**src/rtl/scene_sequencer.sv**
```systemverilog
// scene_sequencer: game-flow controller for the 96x64 RGB565 OLED path.
// Runs the MENU/PLAY/PAUSE/OVER screen FSM and commits requested screen
// changes only at frame_begin. It also selects the scene pixel stream,
// blinks a border while paused, and returns from OVER to MENU after a
// frame timeout.
// Optional build macro SCENE_SEQUENCER_FADE_EN adds a 3-frame fade-in
// after every state commit. The border overlay is never faded.
//
// Request protocol: btn_start, btn_pause and game_over are single-cycle
// pulses. A legal pulse is latched into a pending target on the cycle it
// arrives. The pending target commits to state on the next frame_begin. A
// pulse coinciding with frame_begin is judged against the state being
// committed on that edge, so it commits one frame later.
module scene_sequencer #(
  parameter int unsigned BLINK_FRAMES  = 15,
  parameter int unsigned OVER_FRAMES   = 180,
  parameter logic [15:0] BORDER_COLOUR = 16'hFFE0
) (
  input  logic        clk,
  input  logic        rst_n,
  input  logic        frame_begin,
  input  logic [6:0]  x,
  input  logic [5:0]  y,
  input  logic        btn_start,
  input  logic        btn_pause,
  input  logic        game_over,
  input  logic [15:0] menu_data,
  input  logic [15:0] play_data,
  input  logic [15:0] over_data,
  output logic [15:0] oled_data,
  output logic        play_active,
  output logic [1:0]  state
);

  typedef enum logic [1:0] {
    ST_MENU  = 2'd0,
    ST_PLAY  = 2'd1,
    ST_PAUSE = 2'd2,
    ST_OVER  = 2'd3
  } state_e;

  localparam logic [7:0] BLINK_LAST = 8'(BLINK_FRAMES - 1);
  localparam logic [9:0] OVER_LAST  = 10'(OVER_FRAMES - 1);

  state_e      state_q, state_d;
  state_e      pend_q, pend_d;
  logic        pend_v_q, pend_v_d;
  state_e      commit_tgt, base, req_tgt;
  logic        req_v;
  logic        over_done;
  logic        entering;
  logic [7:0]  blink_cnt_q, blink_cnt_d;
  logic        phase_q, phase_d;
  logic [9:0]  over_cnt_q, over_cnt_d;
  logic [15:0] pix_q, pix_d;
  logic [15:0] scene_pix;
  logic [15:0] faded_pix;
  logic        on_border;

  // Next state, pending-request capture and legality check.
  always_comb begin
    over_done  = (state_q == ST_OVER) && (over_cnt_q == OVER_LAST);
    commit_tgt = state_q;
    if (pend_v_q) begin
      commit_tgt = pend_q;
    end else if (over_done) begin
      commit_tgt = ST_MENU;
    end
    state_d = frame_begin ? commit_tgt : state_q;

    // Requests are judged against where the screen is heading, not where it is.
    base = frame_begin ? commit_tgt : (pend_v_q ? pend_q : state_q);

    req_v   = 1'b0;
    req_tgt = base;
    if (game_over && (base == ST_PLAY)) begin
      req_v   = 1'b1;
      req_tgt = ST_OVER;
    end else if (btn_pause && (base == ST_PLAY)) begin
      req_v   = 1'b1;
      req_tgt = ST_PAUSE;
    end else if (btn_pause && (base == ST_PAUSE)) begin
      req_v   = 1'b1;
      req_tgt = ST_PLAY;
    end else if (btn_start && (base == ST_MENU)) begin
      req_v   = 1'b1;
      req_tgt = ST_PLAY;
    end else if (btn_start && ((base == ST_PAUSE) || (base == ST_OVER))) begin
      req_v   = 1'b1;
      req_tgt = ST_MENU;
    end

    pend_v_d = pend_v_q;
    pend_d   = pend_q;
    if (frame_begin) begin
      pend_v_d = 1'b0;
    end
    if (req_v) begin
      // A request that leads back to the upcoming state cancels the pending change.
      if (req_tgt == state_d) begin
        pend_v_d = 1'b0;
      end else begin
        pend_v_d = 1'b1;
        pend_d   = req_tgt;
      end
    end

    entering = frame_begin && (state_d != state_q);
  end

  // Blink and over frame counters; both advance only on frame_begin.
  always_comb begin
    blink_cnt_d = blink_cnt_q;
    phase_d     = phase_q;
    over_cnt_d  = over_cnt_q;
    if (entering && (state_d == ST_PAUSE)) begin
      blink_cnt_d = 8'd0;
      phase_d     = 1'b1;
    end else if (frame_begin && (state_q == ST_PAUSE)) begin
      if (blink_cnt_q == BLINK_LAST) begin
        blink_cnt_d = 8'd0;
        phase_d     = ~phase_q;
      end else begin
        blink_cnt_d = blink_cnt_q + 8'd1;
      end
    end
    if (entering && (state_d == ST_OVER)) begin
      over_cnt_d = 10'd0;
    end else if (frame_begin && (state_q == ST_OVER) && !over_done) begin
      over_cnt_d = over_cnt_q + 10'd1;
    end
  end

`ifdef SCENE_SEQUENCER_FADE_EN
  logic [1:0] fade_q, fade_d;

  // Fade level: jumps to 3 on each commit, then steps down once per frame.
  always_comb begin
    fade_d = fade_q;
    if (entering) begin
      fade_d = 2'd3;
    end else if (frame_begin && (fade_q != 2'd0)) begin
      fade_d = fade_q - 2'd1;
    end
  end

  // Fade register.
  always_ff @(posedge clk or negedge rst_n) begin
    if (!rst_n) begin
      fade_q <= 2'd0;
    end else begin
      fade_q <= fade_d;
    end
  end

  // Shift each colour field by the fade level independently.
  always_comb begin
    faded_pix = {scene_pix[15:11] >> fade_q,
                 scene_pix[10:5]  >> fade_q,
                 scene_pix[4:0]   >> fade_q};
  end
`else
  // Without fading the selected scene pixel goes straight to the overlay stage.
  always_comb begin
    faded_pix = scene_pix;
  end
`endif

  // Scene pixel mux plus pause border overlay, which applies only to visible columns.
  always_comb begin
    case (state_q)
      ST_MENU:  scene_pix = menu_data;
      ST_OVER:  scene_pix = over_data;
      default:  scene_pix = play_data;
    endcase
    on_border = (x <= 7'd95) &&
                ((x == 7'd0) || (x == 7'd95) || (y == 6'd0) || (y == 6'd63));
    pix_d = faded_pix;
    if ((state_q == ST_PAUSE) && phase_q && on_border) begin
      pix_d = BORDER_COLOUR;
    end
  end

  // All state registers; reset may arrive at any point in a frame.
  always_ff @(posedge clk or negedge rst_n) begin
    if (!rst_n) begin
      state_q     <= ST_MENU;
      pend_q      <= ST_MENU;
      pend_v_q    <= 1'b0;
      blink_cnt_q <= 8'd0;
      phase_q     <= 1'b0;
      over_cnt_q  <= 10'd0;
      pix_q       <= 16'd0;
    end else begin
      state_q     <= state_d;
      pend_q      <= pend_d;
      pend_v_q    <= pend_v_d;
      blink_cnt_q <= blink_cnt_d;
      phase_q     <= phase_d;
      over_cnt_q  <= over_cnt_d;
      pix_q       <= pix_d;
    end
  end

  assign oled_data   = pix_q;
  assign state       = state_q;
  assign play_active = (state_q == ST_PLAY);

endmodule

```
**config.mk**
```make
export PLATFORM = sky130hd
export DESIGN_NAME = scene_sequencer
export DESIGN_NICKNAME = d
export VERILOG_FILES = /design/src/rtl/scene_sequencer.sv
export SDC_FILE = /design/constraint.sdc
export NUM_CORES = 1
export LEC_CHECK = 0
export BUFFER_PORTS_ARGS = -buffer_cell sky130_fd_sc_hd__buf_2
export CAP_MARGIN = 20
export CORE_MARGIN = 1.5
export CORE_UTILIZATION = 44
export CTS_CLUSTER_SIZE = 12
export DETAILED_ROUTE_END_ITERATION = 8
export PLACE_DENSITY = 0.72
export SLEW_MARGIN = 20
export SYNTH_ARGS = -nofsm -noshare
export SYNTH_HDL_FRONTEND = slang
export SYNTH_SLANG_ARGS = --single-unit
export TNS_END_PERCENT = 50
```
**constraint.sdc**
```tcl
create_clock -name clk -period 3 [get_ports clk]
set_input_delay 0 -clock clk [delete_from_list [all_inputs] [get_ports clk]]
set_output_delay 0 -clock clk [all_outputs]
set_load 0.01 [all_outputs]
```
# Word level (Yosys, flattened, before mapping)
# Index checks and enable logic that the tools add are counted.
word_totals:
  ff_bits: 40
  input_bits: 67
  output_inout_bits: 19
  word_cells: 84
op_classes:
  addsub: 2
  n_lt_le_gt_ge: 1
  n_eq_ne: 14
  muxes: 28
  n_bitwise: 2
  reduce_logical: 30
ops:
  columns: ["cell", "count"]
  rows:
  - ["one-hot mux 16 bit (2 select lines)", 1]
  - ["2-to-1 mux 8 bit", 3]
  - ["2-to-1 mux 10 bit", 2]
  - ["2-to-1 mux 2 bit", 10]
  - ["2-to-1 mux 16 bit", 1]
  - ["logical AND 1 bit", 15]
  - ["equality test 2 bit (second input constant)", 6]
  - ["2-to-1 mux 1 bit", 11]
  - ["adder 10 x 1 -> 10 bit (second input constant)", 1]
  - ["equality test 10 x 8 -> 1 bit (second input constant)", 1]
  - ["adder 8 x 1 -> 8 bit (second input constant)", 1]
  - ["equality test 8 x 4 -> 1 bit (second input constant)", 1]
  - ["nonzero test 2 bit", 4]
  - ["equality test 7 bit (second input constant)", 1]
  - ["less-or-equal comparator 7 bit (second input constant)", 1]
  - ["logical NOT 7 bit", 1]
  - ["equality test 6 bit (second input constant)", 1]
  - ["logical NOT 6 bit", 1]
  - ["equality test 2 x 1 -> 1 bit (second input constant)", 2]
  - ["logical NOT 2 bit", 2]
  - ["logical OR 1 bit", 4]
  - ["AND reduction 2 bit", 2]
  - ["equality test 2 bit", 1]
  - ["!= test 2 bit", 1]
  - ["other kinds (2)", 3]

# Depth between registers and ports, before layout
# Gate-level depths: netlist (run 1).
logic_depth:
  depth_word: 16
  mapped_depth: 9
  mapped_depth_nobuf: 8

# Worst setup path before layout (run 1)
# Ideal clock, no wire load.
synth_timing:
  path_type: "register to register"
  start: "register state_q[0] (netlist: state[0])"
  end: "register pend_q[1]"
  setup_ps: 121
  t_arrival_ps: 2300
  required_ps: 2879
  slack_ps: 579
  path_stages_with_launch: 10
  n_path_buf: 1
  period_less_slack_ps: 2421
  cell_sequence: "dfrtp_1 ha_1 buf_2 nand4b_1 nor4_1 o31ai_2 a2bb2oi_1 and4_4 nor3b_1 o22a_1"
synth_between:
  elab_chain_len: 16
  word_cells_on_any_way: 30
  cone_classes: "5 x eq/ne; 15 x mux; 1 x bitwise; 9 x reduce/logical"
synth_rtl:
  columns: ["item", "line_no", "text"]
  rows:
  - ["from (decl)", "45", "state_e state_q, state_d;"]
  - ["from (signal assigned)", "195", "state_q <= state_d;"]
  - ["equality test 2 bit", "62", "over_done = (state_q == ST_OVER) && (over_cnt_q == OVER_LAST);"]
  - ["logical AND 1 bit", "62", null]
  - ["2-to-1 mux 2 bit", "66", "end else if (over_done) begin"]
  - ["2-to-1 mux 2 bit", "64", "if (pend_v_q) begin"]
  - ["2-to-1 mux 2 bit", "72", "base = frame_begin ? commit_tgt : (pend_v_q ? pend_q : state_q);"]
  - ["equality test 2 bit (on tied branches)", "82, 88", null]
  - ["logical OR 1 bit", "88", "end else if (btn_start && ((base == ST_PAUSE) || (base == ST_OVER))) begin"]
  - ["logical AND 1 bit", "88", null]
  - ["2-to-1 mux 2 bit", "88", null]
  - ["2-to-1 mux 2 bit", "85", "end else if (btn_start && (base == ST_MENU)) begin"]
  - ["2-to-1 mux 2 bit", "82", "end else if (btn_pause && (base == ST_PAUSE)) begin"]
  - ["2-to-1 mux 2 bit", "79", "end else if (btn_pause && (base == ST_PLAY)) begin"]
  - ["2-to-1 mux 2 bit", "76", "if (game_over && (base == ST_PLAY)) begin"]
  - ["equality test 2 bit", "100", "if (req_tgt == state_d) begin"]
  - ["inverter 1 bit (no line)", null, null]
  - ["AND reduction 2 bit (no line)", null, null]
  - ["to (signal assigned)", "196", "pend_q <= pend_d;"]
  - ["to (decl)", "46", "state_e pend_q, pend_d;"]
# Parallel ways exist; a longest one is shown, timed or not.
# A chain may end at the register's enable or synchronous reset.

# Worst setup path after layout (run 1)
layout_timing:
  start: "register over_cnt_q[0]"
  end: "register pend_q[1]"
layout_between:
  elab_chain_len: 16
  word_cells_on_any_way: 29
  cone_classes: "5 x eq/ne; 14 x mux; 1 x bitwise; 9 x reduce/logical"
layout_rtl:
  columns: ["item", "line_no", "text"]
  rows:
  - ["from (decl)", "54", "logic [9:0] over_cnt_q, over_cnt_d;"]
  - ["from (signal assigned)", "200", "over_cnt_q <= over_cnt_d;"]
  - ["equality test 10 x 8 -> 1 bit *", "62", null]
  - ["logical AND 1 bit *", "62", null]
  - ["2-to-1 mux 2 bit *", "66", null]
  - ["2-to-1 mux 2 bit *", "64", null]
  - ["2-to-1 mux 2 bit", "72", null]
  - ["equality test 2 bit (on tied branches)", "82, 88", null]
  - ["logical OR 1 bit", "88", null]
  - ["logical AND 1 bit", "88", null]
  - ["2-to-1 mux 2 bit", "88", null]
  - ["2-to-1 mux 2 bit", "85", null]
  - ["2-to-1 mux 2 bit", "82", null]
  - ["2-to-1 mux 2 bit", "79", null]
  - ["2-to-1 mux 2 bit", "76", null]
  - ["equality test 2 bit", "100", null]
  - ["inverter 1 bit (no line)", null, null]
  - ["AND reduction 2 bit (no line)", null, null]
# Mark *: on every way between the ends. The rest lies on a longest branch, timed or not.

==> flow_metrics.tcl, run 1 <==
set metrics [dict create \
    cts_resized 0 \
    fin_area_um2 3189 \
    core_region_area_um2 5205 \
    start_util_pct 46.54 \
    clock_path_buffers 2 \
    io_pins 86 \
    gp_congestion 0.8735 \
    synth.avg_cell_area_um2 8.972 \
    fin_crit_ps 2505 \
    synthAdderAreaFrac_pct 3.616 \
    whs_endpoint "oled_data[2]" \
    cts_tree "done" \
    drt_wl_total_mm 6.194 \
    hold_depth 3 \
    io_buffer_count 85 \
    hpwlAfterDp_mm 4.518 \
    synth_warnings 0 \
    path_class "reg2reg" \
    synth-seq-area-share_pct 41.32 \
    rows 26 \
    startpoint_type "flip-flop" \
    first_global_vias 2230 \
    totalNegativeSetupSlack_ps 0 \
    required_ps 3190 \
    worst_pin_slew_ps 870.1 \
    peakVddDrop_v 0.0005095 \
    drc 0 \
    setup_ws_ps 494.5 \
    synth-compound-area-share_pct 22.62 \
    setup_viol 0 \
    hold_violations 0 \
    synth_edf_count 0 \
    dp_slack_ps 514.5 \
    die_area_um2 5959 \
    synthSimpleGateAreaFrac_pct 22.99 \
    nets 438 \
    synth_cells 270 \
    total_power_mw 2.883 \
    post-route-period-util_pct 83.52 \
    numCtsBuffers 5 \
    syn-num-nets 344 \
    via_per_inst 5.455 \
    ys.flop_type "dfrtp_1" \
    synth_top_family_by_area "simple AND/OR/NAND/NOR gates" \
    worst_clock_skew_ps 8.571 \
    min_from "play_data[2]" \
    htree_num_levels 2 \
    synthesis.area_um2 2422 \
    cts_setup_buffers 0 \
    detail-route-antenna-nets 0 \
    route.vias.total 2373 \
    grt_pass1_wl_mm 10.38 \
    synth-xor-area-share_pct 4.700 \
    place_area_um2 2910 \
    drt-initial-drc-count 87 \
    end_kind "flip-flop" \
    grt_overflow_total 0 \
    leakagePower_nw 1.490 \
    multi_input_area_um2 1336 \
    drtPass1Iterations 4 \
    synthToLayoutAreaGrowth_pct 31.66 \
    instances_no_fill 435 \
    antenna_found_initial 0 \
    crit_fanout 9 \
    slew_violations 0 \
    cts-root-buf "clkbuf_8" \
    rrSetupSlack_ps 490 \
    power_density_nw_per_um2 903.8 \
    n_antenna_cell 0 \
    status "completed" \
    ys_types 51 \
    clk_pin_slew_ps 80 \
    ctsHoldBuffers 12 \
    clk_latency_ps 290 \
    rsz0062_at_grt "false" \
    slew_headroom_pct 41.99 \
    ys_ff_latch 40 \
    fmax_mhz 399.1 \
    rr_startpoint "over_cnt_q[0]" \
    synthArstFlopShare_pct 100.0 \
    fillers 461 \
    min_path_type "in2reg" \
    dp.cells 415 \
    clock-sinks 40 \
    arrival_ps 2690 \
    reg2reg_to "pend_q[1]" \
    reg2reg_depth 8 \
    seq_area_um2 1001 \
    die_w_um 77.20 \
    drive_gt1_share_pct 30.41 \
    grt_max_degree 41 \
    die-height_um 77.20 \
    wire_per_inst_um 14.24 \
    synth_mux_area_share_pct 1.240 \
    drv_cap 0 \
    grt_usage_pct 21.78 \
]
[flip-flops by register name (all words and copies together), names as in the netlist]
| register | flops |
|---|---|
| blink_cnt_q | 8 |
| oled_data | 16 |
| over_cnt_q | 10 |
| pend_q | 2 |
| pend_v_q | 1 |
| phase_q | 1 |
| state | 2 |
[layout by cell type, fill, tap and decap left out, types with 8 or more instances in the layout]
cell and count:
a21oi_1 16, a22oi_1 16, a31oi_1 9, buf_2 85, dfrtp_1 40, dlygate4sd3_1 12, inv_1 8, nand2_1 31
nand3_1 8, nor2_1 31, o211ai_1 12
[metrics by stage]
| step | util (%) | hold WS (ps) |
|---|---|---|
| after floorplan | - | -295.6 |
| after global placement | 55.91 | 168.8 |
| after detailed placement | 55.91 | 178.8 |
| after CTS | 61.27 | 3.957 |
| after global routing | 61.27 | 23.81 |
| final | 61.27 | 12.46 |
[cell usage after synthesis (3+ instances only)]
cell,count,area [um2]
a22oi_1,16,120.1
nand3_1,8,40.04
o211ai_1,12,90.09
or4_1,3,22.52
nor3_1,6,30.03
dfrtp_1,40,1001
a31oi_1,9,56.30
nor4_1,3,18.77
clkbuf_1,11,41.29
nor3_2,3,30.03
nand2_1,31,116.4
xnor2_1,7,61.31
nand4_1,3,18.77
ha_1,7,87.58
o21ai_0,7,35.03
a21oi_1,16,80.08
nand2b_1,3,18.77
inv_1,8,30.03
nor2_1,31,116.4
mux2i_1,3,30.03
xor2_1,6,52.55
[how the worst max path moves through the flow]
| stage | endpoint | slack [ps] | start |
|---|---|---|---|
| after floorplan | pend_q[1] | 580 | state[0] |
| after global placement | pend_q[1] | 550 | over_cnt_q[0] |
| after detailed placement | pend_q[1] | 510 | over_cnt_q[0] |
| after CTS | pend_q[1] | 500 | over_cnt_q[0] |
| after global routing | over_cnt_q[8] | 230 | over_cnt_q[0] |
| final | pend_q[1] | 490 | over_cnt_q[0] |
[per-layer routing]
metal	vias to the layer above	GRT usage, %	part of all wire (%)
met5	-	0	0
met4	0	6.000	0.71
met3	4	5.000	6.9
met2	83	37.89	50
met1	1112	26.88	42
li1	1174	-	-
[logic make-up after synthesis]
logic type | Yosys count
buffers and inverters | 22
adders and majority gates | 7
xor gates and xnor gates | 13
DFF | 40
AOI/OAI and AO/OA | 76
and+or+nand+nor | 109
muxes | 3
[worst max-delay path, stage by stage (launching register included)]
cell and delay, ps:
dfrtp_1 430, ha_1 250, nand4b_1 220, nor4_1 100
o31ai_2 570, a2bb2oi_1 290, a31oi_1 160, or2_0 230
o22a_1 160
[power by group]
part | internal (mW) | total (mW) | switching [mW]
clock | 0.416 | 0.609 | 0.193
combinational | 0.598 | 1.42 | 0.818
sequential | 0.721 | 0.857 | 0.136
[layout make-up]
cell class              instances  area share, %
repair buffers                101          18.05
flip-flops and latches         40          31.38
clock inverters                 3          2.825
multi-input cells             208          41.90
clock buffers                   5          2.158
inverters                       8         0.9415
well taps                      70          2.746
Note: power is estimated with default switching activity, not from simulation.
==> run 2: changes to the inputs <==
==> constraint.sdc (replaced) <==
create_clock -name clk -period 2.53 [get_ports clk]
set_input_delay 0 -clock clk [delete_from_list [all_inputs] [get_ports clk]]
set_output_delay 0 -clock clk [all_outputs]
set_load 0.01 [all_outputs]
==> flow_metrics.tcl, run 2 (same netlist as run 1, synthesis figures left out) <==
set metrics [dict create \
    path_class "reg2reg" \
    startpoint_type "flip-flop" \
    first_global_vias 2220 \
    wire_per_inst_um 13.98 \
    status "completed" \
    io_buffer_count 85 \
    rows 26 \
    cts_tree "done" \
    p_clk_share_pct 16.2 \
    seq_area_um2 1001 \
    synthToLayoutAreaGrowth_pct 34.92 \
    drt-initial-drc-count 102 \
    place_area_um2 2970 \
    io_pins 86 \
    clock_path_buffers 2 \
    peakVddDrop_v 0.0005407 \
    numCtsBuffers 5 \
    total_power_mw 3.358 \
    fin_area_um2 3268 \
    reg2reg_to "pend_q[1]" \
    end_kind "flip-flop" \
    n_antenna_cell 0 \
    rrSetupSlack_ps 80 \
    hpwlAfterDp_mm 4.546 \
    slew_headroom_pct 41.36 \
    reg2reg_depth 7 \
    largest_reg_flops 16 \
    clk_pin_slew_ps 90 \
    start_util_pct 46.54 \
    critPathLaunch "over_cnt_q[6]" \
    mostFrequentLayoutCell "buf_2" \
    rsz0062_at_grt "true" \
    worst_clock_skew_ps 8.892 \
    cts-root-buf "clkbuf_8" \
    pwr-share-comb_pct 53.9 \
    dp_slack_ps 166.8 \
    hold_violations 0 \
    dp.cells 423 \
    layout_common_cells "buf_2 (85), dfrtp_1 (40), nor2_1 (31)" \
    required_ps 2730 \
    slew_violations 0 \
    drt_wl_total_mm 6.277 \
    antenna_found_initial 0 \
    grt_pass1_wl_mm 10.21 \
    min_from "play_data[0]" \
    grt_overflow_total 0 \
    die_w_um 77.20 \
    nets 452 \
    grt_usage_pct 21.72 \
    totalNegativeSetupSlack_ps 0 \
    detail-route-antenna-nets 0 \
    clock-sinks 40 \
    core_region_area_um2 5205 \
    arrival_ps 2640 \
    power_density_nw_per_um2 1027 \
    crit_fanout 5 \
    leakagePower_nw 1.537 \
    min_path_type "in2reg" \
    die-height_um 77.20 \
    final_core_util_pct 62.79 \
    drive_gt1_share_pct 32.72 \
    worst_pin_slew_ps 879.7 \
    crit_end "pend_q[1]" \
    seq_power_share_pct 29.8 \
    drc 0 \
    grt_max_degree 41 \
    drv_cap 0 \
    instances_no_fill 449 \
    post-route-period-util_pct 96.77 \
    gp_congestion 0.8897 \
    via_per_inst 5.414 \
    hold_slack_ps 12.21 \
    route.vias.total 2431 \
    clk_latency_ps 310 \
    fmax_mhz 408.5 \
    p_sw_mw 1.397 \
    die_area_um2 5959 \
    multi_input_area_um2 1345 \
    fin_crit_ps 2448 \
    p_int_mw 1.960 \
    fillers 451 \
    rr_startpoint "over_cnt_q[6]" \
    setup_ws_ps 81.83 \
    drtPass1Iterations 4 \
    setup_viol 0 \
    swShare_pct 41.61 \
    htree_num_levels 2 \
]
-- run 2: power by group through the flow --
stage	Sequential [mW]	Clock, mW	Combinational [mW]
detailed placement	1.01	0	1.75
CTS	0.998	0.557	1.79
floorplan	1.05	0	1.15
global route	1.03	0.580	2.01
global placement	1.01	0	1.72
finish	1.00	0.545	1.81
-- run 2: worst max-delay path, stage by stage (launching register included) --
cell and delay [ps]:
dfrtp_1 420, or4b_4 560, o41ai_4 440, and2_4 250
nand3b_1 110, and4_4 200, or2_0 210, o22a_1 160
-- run 2: worst min-delay path by stage --
stage | end | cells past startpoint
2_1_floorplan | blink_cnt_q[0] | 0
3_3_place_gp | pend_q[1] | 1
3_5_place_dp | state[0] | 1
4_1_cts | oled_data[8] | 3
5_1_grt | oled_data[3] | 3
6_report | oled_data[0] | 3
-- run 2: area by class of cell --
| class | instances | share of cell area (%) |
|---|---|---|
| well taps | 70 | 2.680 |
| inverters | 8 | 0.9188 |
| flip-flops and latches | 40 | 30.63 |
| clock inverters | 3 | 1.455 |
| repair buffers | 115 | 21.06 |
| clock buffers | 5 | 2.106 |
| multi-input cells | 208 | 41.16 |
-- run 2: metal layers --
| metal | wire length (um) | share of wire (%) | track usage (%) | vias to the layer above |
|---|---|---|---|---|
| met5 | 0 | 0 | 0 | - |
| met4 | 73 | 1.2 | 6.364 | 0 |
| met1 | 2680 | 43 | 27.39 | 1131 |
| met2 | 3126 | 50 | 36.67 | 87 |
| li1 | - | - | - | 1207 |
| met3 | 397 | 6.3 | 5.357 | 6 |
-- run 2: timing repair --
item / 4_1_cts / 5_1_grt
hold buffers: 15 / 0
buffers inserted: 0 / 3
gates resized for setup: 0 / 2
setup endpoints to repair: 0 / 1
endpoints found under the hold margin: 53 / 0
==> run 3: changes to the inputs <==
--- a/config.mk
+++ b/config.mk
@@ -5,6 +5,7 @@
 export SDC_FILE = /design/constraint.sdc
 export NUM_CORES = 1
 export LEC_CHECK = 0
+export ABC_AREA = 1
 export BUFFER_PORTS_ARGS = -buffer_cell sky130_fd_sc_hd__buf_2
 export CAP_MARGIN = 20
 export CORE_MARGIN = 1.5
==> constraint.sdc (replaced) <==
create_clock -name clk -period 2.85 [get_ports clk]
set_input_delay 0 -clock clk [delete_from_list [all_inputs] [get_ports clk]]
set_output_delay 0 -clock clk [all_outputs]
set_load 0.01 [all_outputs]
==> flow_metrics.tcl, run 3 <==
set metrics [dict create \
    place_area_um2 2905 \
    rsz0062_at_grt "false" \
    grt_usage_pct 21.22 \
    largest_reg_flops 16 \
    fin_crit_ps 2160 \
    worst_path_max_delay_cell "dfrtp_1" \
    nets 487 \
    mostFrequentLayoutCell "buf_2" \
    dp.cells 459 \
    antenna_found_initial 0 \
    cp_cell_sequence "ha_1 -> buf_4 -> nand2_1 -> nor2_1 -> nand4_1 -> nand2_1 -> o21ai_2 -> inv_2 -> o211ai_4 -> nand2_4 -> nand2_1 -> nor2_1 -> nor3_2" \
    cp_top_family "simple AND/OR/NAND/NOR gates" \
    clock_path_buffers 2 \
    via_per_inst 5.052 \
    start_util_pct 46.51 \
    multi_input_area_um2 1241 \
    instances_no_fill 484 \
    peakVddDrop_v 0.0005145 \
    drv_cap 0 \
    final_core_util_pct 61.23 \
    total_power_mw 2.796 \
    cts-root-buf "clkbuf_8" \
    hold_violations 0 \
    die-height_um 77.18 \
    synth.most_common_cell "nand2_1" \
    yosysTopAreaCell "dfrtp_1" \
    seq_area_um2 1001 \
    drtPass1Iterations 4 \
    core_region_area_um2 5205 \
    synth_edf_count 0 \
    clock-sinks 40 \
    synthesis.area_um2 2421 \
    clk_pin_slew_ps 80 \
    path_class "reg2reg" \
    synth_largest_type_area_fraction_pct 41.34 \
    detail-route-antenna-nets 0 \
    syn-num-nets 386 \
    io_pins 86 \
    drc 0 \
    crit_fanout 17 \
    worst_pin_slew_ps 883.8 \
    io_buffer_count 85 \
    synth-seq-area-share_pct 41.34 \
    ys_types 33 \
    grt_overflow_total 0 \
    worst-path-buf-inv 2 \
    fmax_mhz 463.0 \
    synth_top_cells_by_area "dfrtp_1 (41%), nand2_1 (13%), nand3_1 (8.1%)" \
    grt_pass1_wl_mm 10.07 \
    route.vias.total 2445 \
    drt_wl_total_mm 6.049 \
    fin_area_um2 3187 \
    arrival_ps 2330 \
    ys.flop_type "dfrtp_1" \
    slew_violations 0 \
    synthToLayoutAreaGrowth_pct 31.63 \
    drt-initial-drc-count 167 \
    slew_headroom_pct 41.08 \
    dp_slack_ps 717.2 \
    setup_viol 0 \
    synthArstFlopShare_pct 100.0 \
    numCtsBuffers 5 \
    cts_tree "done" \
    hpwlAfterDp_mm 4.479 \
    end_kind "flip-flop" \
    ctsHoldBuffers 17 \
    clk_latency_ps 290 \
    yosys-top-cells-count "nand2_1 (84), dfrtp_1 (40), nand3_1 (39)" \
    required_ps 3020 \
    die_area_um2 5957 \
    wire_per_inst_um 12.50 \
    synth_warnings 0 \
    htree_num_levels 2 \
    leakagePower_nw 1.699 \
    synth_cells 312 \
    grt_max_degree 41 \
    synth.avg_cell_area_um2 7.760 \
    drive_gt1_share_pct 27.78 \
    first_global_vias 2274 \
    crit_top_cell "nand2_1" \
    status "completed" \
    rows 26 \
    hold_slack_ps 35.40 \
    ys_ff_latch 40 \
    cts_setup_buffers 0 \
    n_antenna_cell 0 \
    fillers 479 \
    min_path_type "in2reg" \
    worst_clock_skew_ps 9.609 \
    gp_congestion 0.9224 \
    totalNegativeSetupSlack_ps 0 \
    power_density_nw_per_um2 877.4 \
    cpPeakStageDelay_ps 470 \
    layout_common_cells "buf_2 (85), nand2_1 (84), dfrtp_1 (40)" \
    cts_resized 0 \
    startpoint_type "flip-flop" \
    setup_ws_ps 690.0 \
    post-route-period-util_pct 75.79 \
    die_w_um 77.18 \
]
-- run 3: cell types whose count changed in the layout (fill, tap and decap cells not counted), moves of 7 or more --
cell	delta
nand2_1	+54
nand3_1	+31
inv_1	+24
a22o_1	+16
a22oi_1	-16
buf_4	-14
nor2_1	-12
o211ai_1	-12
a21oi_1	-8
a31oi_1	-7
-- run 3: kinds of logic (layout without fill, tap and decap cells) --
family	count (synthesis)	after routing	share of synthesized area, %
adders and majority gates	7	7	3.617
and+or+nand+nor	167	167	31.21
DFF	40	40	41.34
AOI/OAI and AO/OA	44	44	13.90
buffers and inverters	47	149	7.390
xor gates and xnor gates	7	7	2.532
-- run 3: final cells by class --
| class | count | share of cell area, % |
|---|---|---|
| clock buffer | 5 | 2.159 |
| clock inverter | 3 | 1.335 |
| inverter | 38 | 4.476 |
| multi-input combinational | 225 | 38.95 |
| sequential | 40 | 31.41 |
| tap | 70 | 2.748 |
| timing repair buffer | 103 | 18.92 |
-- run 3: final timing paths --
kind                       slack [ps]        endpoint          from  cells after the start
setup / recovery                  690  blink_cnt_q[2]      state[0]                     13
hold / removal                     40    oled_data[8]  over_data[8]                      4
setup reg to reg                  690  blink_cnt_q[2]      state[0]                     13
hold reg to reg                   480       pend_q[0]     pend_q[0]                      2
max in group asynchronous        1930  blink_cnt_q[7]         rst_n                      2
min in group asynchronous         360       pend_q[1]         rst_n                      2
-- run 3: routing by layer --
layer	up-vias	wire length, um	GRT usage, %
li1	1242	-	-
met1	1120	2638	26.43
met2	78	2945	36.58
met3	5	404	5.952
met4	0	60	4.364
met5	-	0	0
-- run 3: tightest hold or removal path, cell delays in order --
cell and delay (ps):
buf_2 70, a22o_1 110, nand2_1 40, nand3_1 70
-- run 3: report_power, final --
group,internal (mW),total [mW],switching (mW),leakage (nW)
sequential,0.794,0.936,0.142,0.518
clock,0.259,0.461,0.202,0.0541
combinational,0.537,1.40,0.861,1.13
total,1.59,2.80,1.21,1.70
